==> config.mk <==
export PLATFORM = sky130hd
export DESIGN_NAME = acc_group_sched
export DESIGN_NICKNAME = d
export VERILOG_FILES = /design/src/rtl/acc_group_sched.sv
export SDC_FILE = /design/constraint.sdc
export NUM_CORES = 1
export LEC_CHECK = 0
export CAP_MARGIN = 20
export CORE_AREA = 2 2 94 96
export CTS_CLUSTER_DIAMETER = 50
export DETAILED_ROUTE_END_ITERATION = 8
export DIE_AREA = 0 0 96 98
export PLACE_DENSITY = 0.77
export SLEW_MARGIN = 20
export SYNTH_ARGS = -nofsm -noshare
export SYNTH_HDL_FRONTEND = slang
export SYNTH_SLANG_ARGS = --single-unit
==> constraint.sdc <==
create_clock -name clk_i -period 4.9 [get_ports clk_i]
set_input_delay 0.49 -clock clk_i [delete_from_list [all_inputs] [get_ports clk_i]]
set_output_delay 0.49 -clock clk_i [all_outputs]
set_load 0.1 [all_outputs]
==> src/rtl/acc_group_sched.sv <==
// -----------------------------------------------------------------------------
// acc_group_sched
// Sequences one spectrum accumulation group: arms capture for pulse_num
// pulses, waits out the accumulator write pipeline, streams the spectrum
// buffer out through port B, and then reports completion.
//
// Ports
//   clk_i            system clock (rising edge)
//   rst_i            synchronous active-high reset
//   start_i          one-cycle request to begin a group (honoured in IDLE only)
//   abort_i          one-cycle request to abandon the current group
//   pulse_num_i      pulses per group, latched at start (0 means 1)
//   rangebin_num_i   range bins per pulse, latched at start (0->1, >16->16)
//   spec_acc_done_i  one-cycle pulse: one pulse fully written to the buffer
//   capture_en_o     trigger capture / FFT path enable (ACCUM)
//   spec_acc_ctrl_o  0 = overwrite on the first pulse, 1 = read-add-write
//   pulse_counts_o   pulses completed in the current group (saturating)
//   rd_addr_o        buffer port-B read address during readout
//   rd_sel_o         1 = this block owns buffer port B (READOUT)
//   data_valid_o     port-B read data is valid this cycle
//   group_done_o     one-cycle pulse after the last readout word
//   busy_o           high whenever the block is not IDLE
//
// Every output is a register or a decode of registered state only, so there
// is no combinational path from any input to any output.
// -----------------------------------------------------------------------------
module acc_group_sched #(
    parameter int ADDR_W = 14,
    parameter int BIN_W  = 10
) (
    input  logic              clk_i,
    input  logic              rst_i,
    input  logic              start_i,
    input  logic              abort_i,
    input  logic [15:0]       pulse_num_i,
    input  logic [4:0]        rangebin_num_i,
    input  logic              spec_acc_done_i,
    output logic              capture_en_o,
    output logic              spec_acc_ctrl_o,
    output logic [15:0]       pulse_counts_o,
    output logic [ADDR_W-1:0] rd_addr_o,
    output logic              rd_sel_o,
    output logic              data_valid_o,
    output logic              group_done_o,
    output logic              busy_o
);

    // One extra bit so that a full 16 x 1024 readout (16384) fits.
    localparam int CNT_W = ADDR_W + 1;

    typedef enum logic [2:0] {
        S_IDLE,
        S_ACCUM,
        S_DRAIN,
        S_READOUT,
        S_DONE
    } state_t;

    state_t            state_reg, state_next;
    logic [15:0]       pulse_num_reg;
    logic [4:0]        rangebin_num_reg;
    logic [15:0]       pulse_cnt_reg;
    logic [1:0]        drain_cnt_reg;
    logic [CNT_W-1:0]  rd_cnt_reg;
    logic [ADDR_W-1:0] rd_addr_reg;
    logic              data_valid_reg;

    logic [CNT_W-1:0]  total_words;
    logic              issue;
    logic              last_issue;
    logic              start_ok;
    logic              acc_event;
    logic [16:0]       pulse_inc;
    logic [15:0]       pulse_cnt_sat;
    logic [15:0]       pulse_num_eff;
    logic [4:0]        rangebin_num_eff;

    // Sanitised configuration captured at start.
    always_comb begin
        pulse_num_eff = (pulse_num_i == 16'd0) ? 16'd1 : pulse_num_i;
        if (rangebin_num_i == 5'd0) begin
            rangebin_num_eff = 5'd1;
        end else if (rangebin_num_i > 5'd16) begin
            rangebin_num_eff = 5'd16;
        end else begin
            rangebin_num_eff = rangebin_num_i;
        end
    end

    always_comb begin
        total_words   = CNT_W'(rangebin_num_reg) << BIN_W;
        // A read is issued on every READOUT cycle until all words are out;
        // the one READOUT cycle after that waits for the final RAM word.
        issue         = (state_reg == S_READOUT) && (rd_cnt_reg != total_words);
        last_issue    = (rd_cnt_reg == total_words - CNT_W'(1));
        start_ok      = (state_reg == S_IDLE) && start_i && !abort_i;
        acc_event     = (state_reg == S_ACCUM) && spec_acc_done_i && !abort_i;
        pulse_inc     = {1'b0, pulse_cnt_reg} + 17'd1;
        pulse_cnt_sat = (pulse_cnt_reg == 16'hFFFF) ? pulse_cnt_reg : pulse_inc[15:0];
    end

    // Next-state logic.
    always_comb begin
        state_next = state_reg;
        case (state_reg)
            S_IDLE: begin
                if (start_ok) begin
                    state_next = S_ACCUM;
                end
            end
            S_ACCUM: begin
                if (abort_i) begin
                    state_next = S_IDLE;
                end else if (acc_event && (pulse_inc == {1'b0, pulse_num_reg})) begin
                    state_next = S_DRAIN;
                end
            end
            S_DRAIN: begin
                if (abort_i) begin
                    state_next = S_IDLE;
                end else if (drain_cnt_reg == 2'd3) begin
                    state_next = S_READOUT;
                end
            end
            S_READOUT: begin
                if (abort_i) begin
                    state_next = S_IDLE;
                end else if (!issue) begin
                    state_next = S_DONE;
                end
            end
            S_DONE: begin
                state_next = S_IDLE;
            end
            default: begin
                state_next = S_IDLE;
            end
        endcase
    end

    always_ff @(posedge clk_i) begin
        if (rst_i) begin
            state_reg <= S_IDLE;
        end else begin
            state_reg <= state_next;
        end
    end

    // Datapath registers.
    always_ff @(posedge clk_i) begin
        if (rst_i) begin
            pulse_num_reg    <= '0;
            rangebin_num_reg <= '0;
            pulse_cnt_reg    <= '0;
            drain_cnt_reg    <= '0;
            rd_cnt_reg       <= '0;
            rd_addr_reg      <= '0;
            data_valid_reg   <= 1'b0;
        end else begin
            if (start_ok) begin
                pulse_num_reg    <= pulse_num_eff;
                rangebin_num_reg <= rangebin_num_eff;
                pulse_cnt_reg    <= '0;
            end else if (acc_event) begin
                pulse_cnt_reg <= pulse_cnt_sat;
            end

            if (state_reg == S_DRAIN) begin
                drain_cnt_reg <= drain_cnt_reg + 2'd1;
            end else begin
                drain_cnt_reg <= '0;
            end

            if (state_reg == S_READOUT) begin
                if (issue) begin
                    rd_cnt_reg <= rd_cnt_reg + CNT_W'(1);
                    // The address parks on the final word rather than
                    // stepping past the end of the buffer.
                    if (!last_issue) begin
                        rd_addr_reg <= rd_addr_reg + ADDR_W'(1);
                    end
                end
            end else begin
                rd_cnt_reg  <= '0;
                rd_addr_reg <= '0;
            end

            // RAM read latency is one cycle; an abort squashes the word in flight.
            data_valid_reg <= issue && !abort_i;
        end
    end

    always_comb begin
        capture_en_o    = (state_reg == S_ACCUM);
        spec_acc_ctrl_o = (state_reg == S_ACCUM) && (pulse_cnt_reg != 16'd0);
        pulse_counts_o  = pulse_cnt_reg;
        rd_addr_o       = rd_addr_reg;
        rd_sel_o        = (state_reg == S_READOUT);
        data_valid_o    = data_valid_reg;
        group_done_o    = (state_reg == S_DONE);
        busy_o          = (state_reg != S_IDLE);
    end

endmodule

=== After elaboration in Yosys (flattened, before gate mapping) ===
Index checks and enable logic that the tools add are counted.

* Bits of input ports: 26
* Word-level logic and storage cells: 62
* Register bits: 72
* Output and inout bits: 36

* $lt $le $gt $ge: 1
* $add $sub $neg: 5
* Eq/ne operators: 13
* Bitwise logic cells: 4
* Reduce and logical (&&, ||, !) cells: 20
* Multiplexer cells: 11

{| class="wikitable"
|+ Operators with widths
! kind !! number
|-
| two-way mux 3 bit || 7
|-
| adder 16 x 1 -> 17 bit, second input constant || 1
|-
| == test 17 x 16 -> 1 bit || 1
|-
| == test 16 bit, second input constant || 1
|-
| zero test 16 bit || 1
|-
| two-way mux 16 bit || 1
|-
| nonzero test 16 bit || 1
|-
| adder 15 x 1 -> 15 bit, second input constant || 1
|-
| == test 15 bit || 1
|-
| inequality test 15 bit || 1
|-
| subtractor 15 x 1 -> 15 bit, second input constant || 1
|-
| adder 14 x 1 -> 14 bit, second input constant || 1
|-
| one-hot mux 3 bit (4 select lines) || 1
|-
| two-way mux 5 bit || 2
|-
| logical AND 1 bit || 8
|-
| == test 3 x 2 -> 1 bit, second input constant || 2
|-
| inequality test 3 bit, second input constant || 2
|-
| OR reduction 2 bit || 3
|-
| greater-than comparator 5 bit, second input constant || 1
|-
| zero test 5 bit || 1
|-
| inverter 1 bit || 4
|-
| AND reduction 2 bit || 2
|-
| AND reduction 4 bit || 1
|-
| == test 3 x 1 -> 1 bit, second input constant || 1
|-
| other kinds (8) || 8
|}

=== Depth between registers and ports, before layout ===
* Depth in word-level cells: 7
* Mapped depth: 10

=== Worst setup path after synthesis ===
OpenSTA, ideal clock, no wires.

* Kind: register to output
* Start: register pulse_cnt_reg[0] (netlist: pulse_counts_o[0])
* End: output spec_acc_ctrl_o
* Arrival: 3.227 ns
* Stages on the path, launching flop included: 5
* Buffers on the path: 0
* Path slack: 1.183 ns
* Required time: 4.410 ns
* Cells stage by stage: dfxtp_1 > inv_1 > ha_1 > nor4b_1 > a31oi_1

* Word-level cells in the longest chain between the ends: 2

{| class="wikitable"
|+ Ends and longest elaborated chain
! element !! RTL line !! RTL
|-
| start, declared || 62 || <nowiki>logic [15:0] pulse_cnt_reg;</nowiki>
|-
| start signal, assigned || 165 || <nowiki>pulse_cnt_reg <= pulse_cnt_sat;</nowiki>
|-
| nonzero test 16 bit || 195 || <nowiki>spec_acc_ctrl_o = (state_reg == S_ACCUM) && (pulse_cnt_reg != 16'd0);</nowiki>
|-
| logical AND 1 bit || 195 ||
|-
| end, declared || 39 || <nowiki>output logic spec_acc_ctrl_o,</nowiki>
|}

No other way between the ends.

=== Final worst setup path ===
* Start: register pulse_cnt_reg[9] (netlist: pulse_counts_o[9])
* End: output spec_acc_ctrl_o

Same word-level chain as after synthesis.

==> impl_metrics.csv <==
group,metric,value,unit
outcome,outcome,"finished clean",
yosys,synth_common_cells,"72 x dfxtp_1, 57 x nor2_1, 32 x xnor2_1, 26 x a21oi_1, 26 x nand2_1",
power_and_ir_drop,ir_drop,0.159,mV
place,hpwl,6610,um
place,port_buffers,61,
grt,antenna_found_initial,0,
final_layout,fin_util,55.6,%
critical_path,startpoint_type,"flip-flop",
critical_path,cp.required,4410,ps
yosys,yosysMostFrequentCell,"dfxtp_1",
critical_path,cp_top_family,"buffers and inverters",
routing,drt_iter0_markers,211,
grt,grt_max_degree,30,
floorplan,fp.dieW,96,um
cts,cts_root_buf,"clkbuf_8",
yosys,ys_types,59,
floorplan,die_height,98,um
power_and_ir_drop,power_density,253,nW/um2
yosys,yosysTopAreaCellShare,36.9,%
cts,hold_buffers,0,
final_layout,diodes,0,
sta,rsz0062_at_grt,"no",
place,dp.cells,605,
final_layout,layout-area-overhead-vs-synth,20.6,%
floorplan,std_cell_rows,34,
grt,gr-total-overflow,0,
final_layout,nFillCells,748,
sta,final-hold-violation-count,0,
routing,routed_wl,9070,um
routing,ant_nets,0,
routing,via_count,3502,
grt,grt_pass1_vias,3194,
routing,dr.pass1.iters,5,
critical_path,cp_slowest_cell,"clkdlybuf4s50_1",
yosys,syn_avg_cell_area,8.45,um2
critical_path,slowest_delay,990,ps
yosys,post-synth-top-area-cell,"dfxtp_1",
final_layout,drive_gt1_share,5.07,%
floorplan,io_pins,62,
cts,cts_inserted_buffers,9,
sta,fmax,319,MHz
yosys,synth.area.top_cells,"dfxtp_1 37%, xnor2_1 7.2%, nor2_1 5.5%, xor2_1 3.4%, a21oi_1 3.3%",
floorplan,core_area,8470,um2
floorplan,start_util,46.1,%
sta,relSlewSlack,27.1,%
yosys,synth-edff-count,0,
routing,avgViaCountPerCell,5.64,
power_and_ir_drop,p_leak,1.59,nW
sta,worst_pin_slew,1090,ps
cts,cts_tree,"yes",
critical_path,path_max_fanout,8,
sta,slew_viol_final,0,
cts,htree_levels,3,
critical_path,crit_type,"flip-flop to primary output",
routing,drc_errors,0,
cts,clockBufferDepth,2,
grt,gr-usage-all-layers,20.0,%
critical_path,arrival,2650,ps
min_path,hp-class,"flip-flop to flip-flop",
final_layout,layout.cells.non_filler,621,
place,place.gp.congestion,0.887,
sta,skew,10.5,ps
cts,cts.clk_slew.worst_paths,80,ps
yosys,ys.flop_type,"dfxtp_1",
yosys,seq_area_frac_synth,36.9,%
sta,period_minus_slack,3140,ps
cts,cts_sinks,72,
yosys,synth.cell_area,3900,um2
power_and_ir_drop,finalPower,1.19,mW
sta,final-setup-viol-count,0,
critical_path,cp_cell_sequence,"or4_1 > nor4_1 > a31oi_1 > clkdlybuf4s50_1",
final_layout,nets,541,
run,drv_cap,0,
floorplan,dieArea,9410,um2
cts,insertion_delay,360,ps
yosys,synth_cells,462,
yosys,ys_ff_latch,72,
yosys,postSynth.asyncResetShare,0,%
sta,hold_slack,430,ps
critical_path,path_buf_inv,1,
critical_path,crit_path_end_kind,"primary output",
cts,cts-resized-gates,0,
routing,wl_per_cell,14.6,um
cts,postCtsSetupBuffers,0,
sta,fin_crit_sh,64.0,%
yosys,mappedNetlistNets,495,
yosys,yosysWarnings,0,
grt,grt_pass1_wl,15000,um
sta,fin_setup_tns,0,ps
-- cell families after synthesis --
logic type	after synthesis	share of synthesized area, %
adder cells (fa/ha/maj)	7	2.24
AND/OR/NAND/NOR	202	28.7
multiplexers	10	2.57
flip-flops	72	36.9
buffers and inverters	41	4.97
XOR/XNOR	47	10.5
AO/OA/AOI/OAI	83	14.1
-- report_power, final --
part | internal, mW | switching, mW | total [mW]
registers | 0.594 | 0.0102 | 0.604
clock network | 0.238 | 0.241 | 0.479
logic | 0.0493 | 0.0575 | 0.107
-- cells in the final DEF (no fill, tap or decap), types with 7 or more instances in the layout --
master	count
nor3_1	16
xor2_1	15
clkdlybuf4s50_1	61
o21ai_0	16
nand4_1	11
nor4_1	11
nand3_1	17
nand2_1	26
xnor2_1	32
clkbuf_8	9
dfxtp_1	72
inv_1	14
mux2i_1	10
or3_1	12
a22o_1	11
ha_1	7
a21oi_1	26
nor2_1	57
-- per-layer routing --
layer  GRT usage [%]  vias up  wire length [um]
li1                -     1752                 -
met5               0        -                 0
met3            2.93       17               407
met4            8.90        0               202
met1            28.1     1628              4430
met2            30.0      105              4030
-- final timing paths --
kind	startpoint	endpoint	slack (ps)	cells after the start
worst max register to register	pulse_counts_o[0]	state_reg[0]	2210	7
worst min-delay path	drain_cnt_reg[0]	drain_cnt_reg[0]	430	1
worst min register to register	drain_cnt_reg[0]	drain_cnt_reg[0]	430	1
worst max-delay path	pulse_counts_o[9]	spec_acc_ctrl_o	1760	4
-- through the flow --
| stage | area (um2) | setup slack (ps) |
|---|---|---|
| global route | 4710 | 1640 |
| detailed placement | 4510 | 2040 |
| global placement | 4510 | 2080 |
| CTS | 4710 | 1730 |
| finish | 4710 | 1760 |
| floorplan | 3900 | 1180 |
-- cell type report --
cell class              instances  area (um2)  share of cell area [%]
clock buffers                  10         128                    2.71
flip-flops and latches         72        1440                    30.6
repair buffers                 61         611                    13.0
inverters                      15        57.6                    1.22
clock inverters                 6        68.8                    1.46
multi-input cells             349        2270                    48.2
well taps                     108         135                    2.87
No activity file was read; power rests on OpenSTA's default activity.
==> RTL change 1: new RTL, same settings <==
Register the inputs `start_i`, `abort_i`, `pulse_num_i`, `rangebin_num_i` and `spec_acc_done_i` before use, without a reset. The logic sees them one clock later. Comments in the files are not updated.
--- a/src/rtl/acc_group_sched.sv
+++ b/src/rtl/acc_group_sched.sv
@@ -57,4 +57,18 @@
     } state_t;
 
+    logic start_q;
+    logic abort_q;
+    logic [15:0] pulse_num_q;
+    logic [4:0] rangebin_num_q;
+    logic spec_acc_done_q;
+
+    always_ff @(posedge clk_i) begin
+        start_q         <= start_i;
+        abort_q         <= abort_i;
+        pulse_num_q     <= pulse_num_i;
+        rangebin_num_q  <= rangebin_num_i;
+        spec_acc_done_q <= spec_acc_done_i;
+    end
+
     state_t            state_reg, state_next;
     logic [15:0]       pulse_num_reg;
@@ -78,11 +92,11 @@
     // Sanitised configuration captured at start.
     always_comb begin
-        pulse_num_eff = (pulse_num_i == 16'd0) ? 16'd1 : pulse_num_i;
-        if (rangebin_num_i == 5'd0) begin
+        pulse_num_eff = (pulse_num_q == 16'd0) ? 16'd1 : pulse_num_q;
+        if (rangebin_num_q == 5'd0) begin
             rangebin_num_eff = 5'd1;
-        end else if (rangebin_num_i > 5'd16) begin
+        end else if (rangebin_num_q > 5'd16) begin
             rangebin_num_eff = 5'd16;
         end else begin
-            rangebin_num_eff = rangebin_num_i;
+            rangebin_num_eff = rangebin_num_q;
         end
     end
@@ -94,6 +108,6 @@
         issue         = (state_reg == S_READOUT) && (rd_cnt_reg != total_words);
         last_issue    = (rd_cnt_reg == total_words - CNT_W'(1));
-        start_ok      = (state_reg == S_IDLE) && start_i && !abort_i;
-        acc_event     = (state_reg == S_ACCUM) && spec_acc_done_i && !abort_i;
+        start_ok      = (state_reg == S_IDLE) && start_q && !abort_q;
+        acc_event     = (state_reg == S_ACCUM) && spec_acc_done_q && !abort_q;
         pulse_inc     = {1'b0, pulse_cnt_reg} + 17'd1;
         pulse_cnt_sat = (pulse_cnt_reg == 16'hFFFF) ? pulse_cnt_reg : pulse_inc[15:0];
@@ -110,5 +124,5 @@
             end
             S_ACCUM: begin
-                if (abort_i) begin
+                if (abort_q) begin
                     state_next = S_IDLE;
                 end else if (acc_event && (pulse_inc == {1'b0, pulse_num_reg})) begin
@@ -117,5 +131,5 @@
             end
             S_DRAIN: begin
-                if (abort_i) begin
+                if (abort_q) begin
                     state_next = S_IDLE;
                 end else if (drain_cnt_reg == 2'd3) begin
@@ -124,5 +138,5 @@
             end
             S_READOUT: begin
-                if (abort_i) begin
+                if (abort_q) begin
                     state_next = S_IDLE;
                 end else if (!issue) begin
@@ -187,5 +201,5 @@
 
             // RAM read latency is one cycle; an abort squashes the word in flight.
-            data_valid_reg <= issue && !abort_i;
+            data_valid_reg <= issue && !abort_q;
         end
     end
Behaviour: not the same (Yosys sat finds a counterexample within 4 cycles, from zero or initial values and one cycle with rst_i high).
==> RTL change 1 against the original RTL <==
- total power rose by 32%
- area after synthesis rose by 15%
- first-iteration DRC count down 31%
- register-to-register slack improved by 0.24 ns
- setup slack lost 0.0020 ns
- non-clock buffer count is 3 higher
- routed wire length up 6.9%
- cell area rose by 14%
- sequential cell count increased by 24
- clock skew is 0.0098 ns higher
==> RTL change 1: results (changes against the original RTL) <==
Seq/Total Area, Yosys 0.4280 (+0.05863); Worst VDD drop 0.2172 mV (+37%); fin nets 574 (+6.1%); hold path endpoint drain_cnt_reg[0]; post-cts resize count 0 (unchanged); initial drt markers 145 (-31%); Reg2Reg Capture Point state_reg[1]; reg2reg start pulse_counts_o[0]; P_leak 1.799 nW (+13%); drt first pass iters 4 (-1); most instantiated cells after synthesis dfxtp_1 (96), nor2_1 (60), xnor2_1 (47), nand2_1 (40), nor3_1 (20); measured slew at the worst slew-check pin 0.9780 ns (-0.1150 ns); all-layer global routing usage 0.2180 (+0.01830); first-pass GRT wire length 16,350 µm (+9.0%); largest fanout on the critical path 7 (-1); Hold Crit Depth 1 (unchanged); Final GP Congestion 0.9214 (+3.8%); Synth area leaders dfxtp_1 (43%), xnor2_1 (9.2%), nor2_1 (5.0%); hold slack 0.4338 ns (+0.003814 ns); Worst Skew 0.02032 ns (+0.009807 ns); share of layout cells above drive strength 1 0.07156 (+0.02088); initial antenna violation count 0 (unchanged); DRT Wirelength 9696 µm (+6.9%); Setup WS pre-CTS 2.093 ns (+0.05734 ns); post-synth cell types 56 (-5.1%); clock slew at reported path FFs 0.10 ns (+0.02 ns); largest net degree at the start of global routing 30 (unchanged); Vias 3,598 (+2.7%); dpl hpwl 7050 µm (+6.7%); status complete, no violations; CTS root buffer clkbuf_8; FILL cells 751 (+0.40%); syn_nets 527 (+6.5%); H-tree levels 3 (unchanged); vias in the first global route 3,387 (+6.0%); R2R Setup Slk 2.45 ns (+0.24 ns)
RTL change 1: cell types whose count changed after synthesis, moves of 5 or more:
cell and delta:
or4_1 -5, nand3b_1 +6, nand2_1 +14, nand4_1 +5, xnor2_1 +15, or3_1 -8, mux2i_1 -6, a2111oi_2 +8
o21ai_0 -5, dfxtp_1 +24, a21oi_1 -7
RTL change 1: how the worst max path moves through the flow:
stage | startpoint | endpoint | slack [ns] | cells after the start
floorplan | state_reg[1] | spec_acc_ctrl_o | 0.76 | 3
global placement | rst_i | rd_addr_o[2] | 2.17 | 4
detailed placement | rst_i | rd_addr_o[2] | 2.09 | 4
CTS | pulse_counts_o[0] | spec_acc_ctrl_o | 1.75 | 6
global route | pulse_counts_o[0] | spec_acc_ctrl_o | 1.65 | 6
finish | pulse_counts_o[0] | spec_acc_ctrl_o | 1.76 | 6
RTL change 1: final cells by class:
class	instances	area [µm²]	share of cell area
multi-input cells	357	2370	0.4407
flip-flops and latches	96	1922	0.3574
well taps	108	135.1	0.02513
clock inverters	6	137.6	0.02559
repair buffers	64	640.6	0.1191
inverters	13	48.80	0.009074
clock buffers	9	123.9	0.02303
RTL change 1: layer usage:
layer,wire length (µm),track usage,vias up
met5,0,0,-
met4,155,0.07802,0
li1,-,-,1837
met1,4684,0.3138,1656
met3,475,0.03704,13
met2,4381,0.3275,92
RTL change 1: cell families after synthesis:
| group | count (synthesis) | share of synthesized area |
|---|---|---|
| flip-flops | 96 | 0.4280 |
| multiplexers | 5 | 0.01142 |
| adder cells (fa/ha/maj) | 7 | 0.01950 |
| AO/OA/AOI/OAI | 72 | 0.1237 |
| XOR/XNOR | 62 | 0.1209 |
| buffers and inverters | 41 | 0.04486 |
| AND/OR/NAND/NOR | 211 | 0.2516 |
RTL change 1: power breakdown:
part	switching, mW	total, mW	leakage (nW)	internal (mW)
Clock	0.273	0.664	0.130	0.391
Combinational	0.0450	0.0887	0.884	0.0437
Sequential	0.0160	0.815	0.785	0.799
Total	0.334	1.57	1.80	1.23
RTL change 1: worst max-delay path, cell delays in order (launching register included):
cell and delay (ns):
dfxtp_1 0.49, inv_1 0.09, ha_1 0.20, nor4b_1 0.15, nand4_1 0.11, and2_1 0.13
clkdlybuf4s50_1 1.12
RTL change 1: stage by stage:
step,area (µm²),cells
finish,5378,653
global route,5378,653
CTS,5360,652
detailed placement,5099,637
global placement,5099,637
floorplan,4491,494
==> RTL change 2: new RTL, config.mk and constraints unchanged <==
Without the edit above. Set the parameter `ADDR_W` to 13 (it was 14).
--- a/src/rtl/acc_group_sched.sv
+++ b/src/rtl/acc_group_sched.sv
@@ -26,5 +26,5 @@
 // -----------------------------------------------------------------------------
 module acc_group_sched #(
-    parameter int ADDR_W = 14,
+    parameter int ADDR_W = 13,
     parameter int BIN_W  = 10
 ) (
Interface: changed (resized rd_addr_o); port bits go from 62 to 61. No check against the original RTL was run, so the function may have changed too.
==> RTL change 2 against the original RTL <==
- critical path depth grew 1
- total power grew 1.9%
- area after synthesis shrank 6.8%
- cell area shrank 3.9%
- core utilization shrank 2.2 points
- setup slack lost 0.11 ns
- die area is the same
- final cell count shrank 3.7%
- register-to-register slack lost 0.05 ns
- sequential cell count shrank 3
- maximum frequency shrank 3.4%
- routed wire length shrank 6.8%
- first-iteration DRC count shrank 31%
==> RTL change 2: results (changes against the original RTL) <==
met2 routed WL 3976 µm (-1.4%); hold slack 0.4425 ns (+0.01250 ns); syn_nets 469 (-5.3%); initial drt markers 146 (-31%); share of layout cells above drive strength 1 0.05510 (+0.004420); Seq/Total Area, Yosys 0.3799 (+0.01055); Synth area leaders dfxtp_1 (38%), xnor2_1 (13%), nor2_1 (6.4%); Worst VDD drop 0.1691 mV (+6.6%); Port Buffers 60 (-1.6%); fin nets 518 (-4.3%); initial antenna violation count 0 (unchanged); most instantiated cells after synthesis dfxtp_1 (69), nor2_1 (62), xnor2_1 (54), nand2_1 (28), nor3_1 (26); wire length per cell 14.13 µm (-3.2%); placed cells 582 (-3.8%); FILL cells 764 (+2.1%); Crit path arrival time 2.76 ns (+0.11 ns); Worst Skew 0.01013 ns (-0.0003832 ns); Post-Synthesis Cells 436 (-5.6%); n_diodes 0 (unchanged); drt first pass iters 4 (-1); Post-synth ARST share 0 (unchanged); Final Instance Count excl. Fillers 598 (-3.7%); vias in the first global route 3,022 (-5.4%); placed cell areas 4293 µm² (-4.9%); post-synth cell types 51 (-14%); met1 wire length 3827 µm (-14%); first-pass GRT wire length 14,100 µm (-6.0%); P_leak 1.468 nW (-7.7%); dpl hpwl 6323 µm (-4.3%); status complete, no violations; all-layer global routing usage 0.1887 (-0.01093); Vias 3,225 (-7.9%); Max-slew headroom 0.3221 (+0.05074); routed wl met3 538 µm (+32%); largest net degree at the start of global routing 28 (-6.7%); Final GP Congestion 0.8723 (-1.7%)
## RTL change 2: through the flow
step / power (mW) / utilization / worst slack, ns
floorplan: 0.6466 / - / 1.140
global route: 1.255 / 0.5344 / 1.570
finish: 1.213 / 0.5344 / 1.651
CTS: 1.221 / 0.5344 / 1.668
detailed placement: 0.6860 / 0.5071 / 2.066
global placement: 0.6843 / 0.5071 / 2.095
## RTL change 2: kinds of logic after synthesis
| group | synth area share |
|---|---|
| compound gates | 0.09223 |
| xor+xnor | 0.1566 |
| fa+ha+maj | 0.02409 |
| buf+inv | 0.04267 |
| flops | 0.3799 |
| mux | 0.008259 |
| simple gates | 0.2963 |
## RTL change 2: path summary, 6_finish.rpt
check / from / endpoint / cells after the start
worst min register to register: drain_cnt_reg[0] / drain_cnt_reg[0] / 1
worst max-delay path: pulse_counts_o[0] / spec_acc_ctrl_o / 5
worst max register to register: pulse_counts_o[0] / state_reg[1] / 7
worst min-delay path: drain_cnt_reg[0] / drain_cnt_reg[0] / 1
## RTL change 2: power by group
part / switching [mW] / internal [mW]
registers: 0.00933 / 0.569
clock network: 0.235 / 0.305
logic: 0.0504 / 0.0440
## RTL change 2: cell type report
cell class,count,area share
clock buffer,10,0.03042
clock inverter,6,0.02074
inverter,15,0.01244
multi-input combinational,328,0.4652
sequential,69,0.3053
tap,108,0.02987
timing repair buffer,62,0.1361
## RTL change 2: critical path, cell delays in order, from the launching register on
cell             delay, ns
dfxtp_1               0.54
inv_1                 0.09
ha_1                  0.21
nor4b_1               0.15
a31oi_1               0.25
clkdlybuf4s50_1       1.18
## RTL change 2: routing by layer
metal / global-route usage / vias to the layer above
li1: - / 1622
met1: 0.2575 / 1511
met2: 0.2885 / 83
met3: 0.03781 / 9
met4: 0.07912 / 0
met5: 0 / -
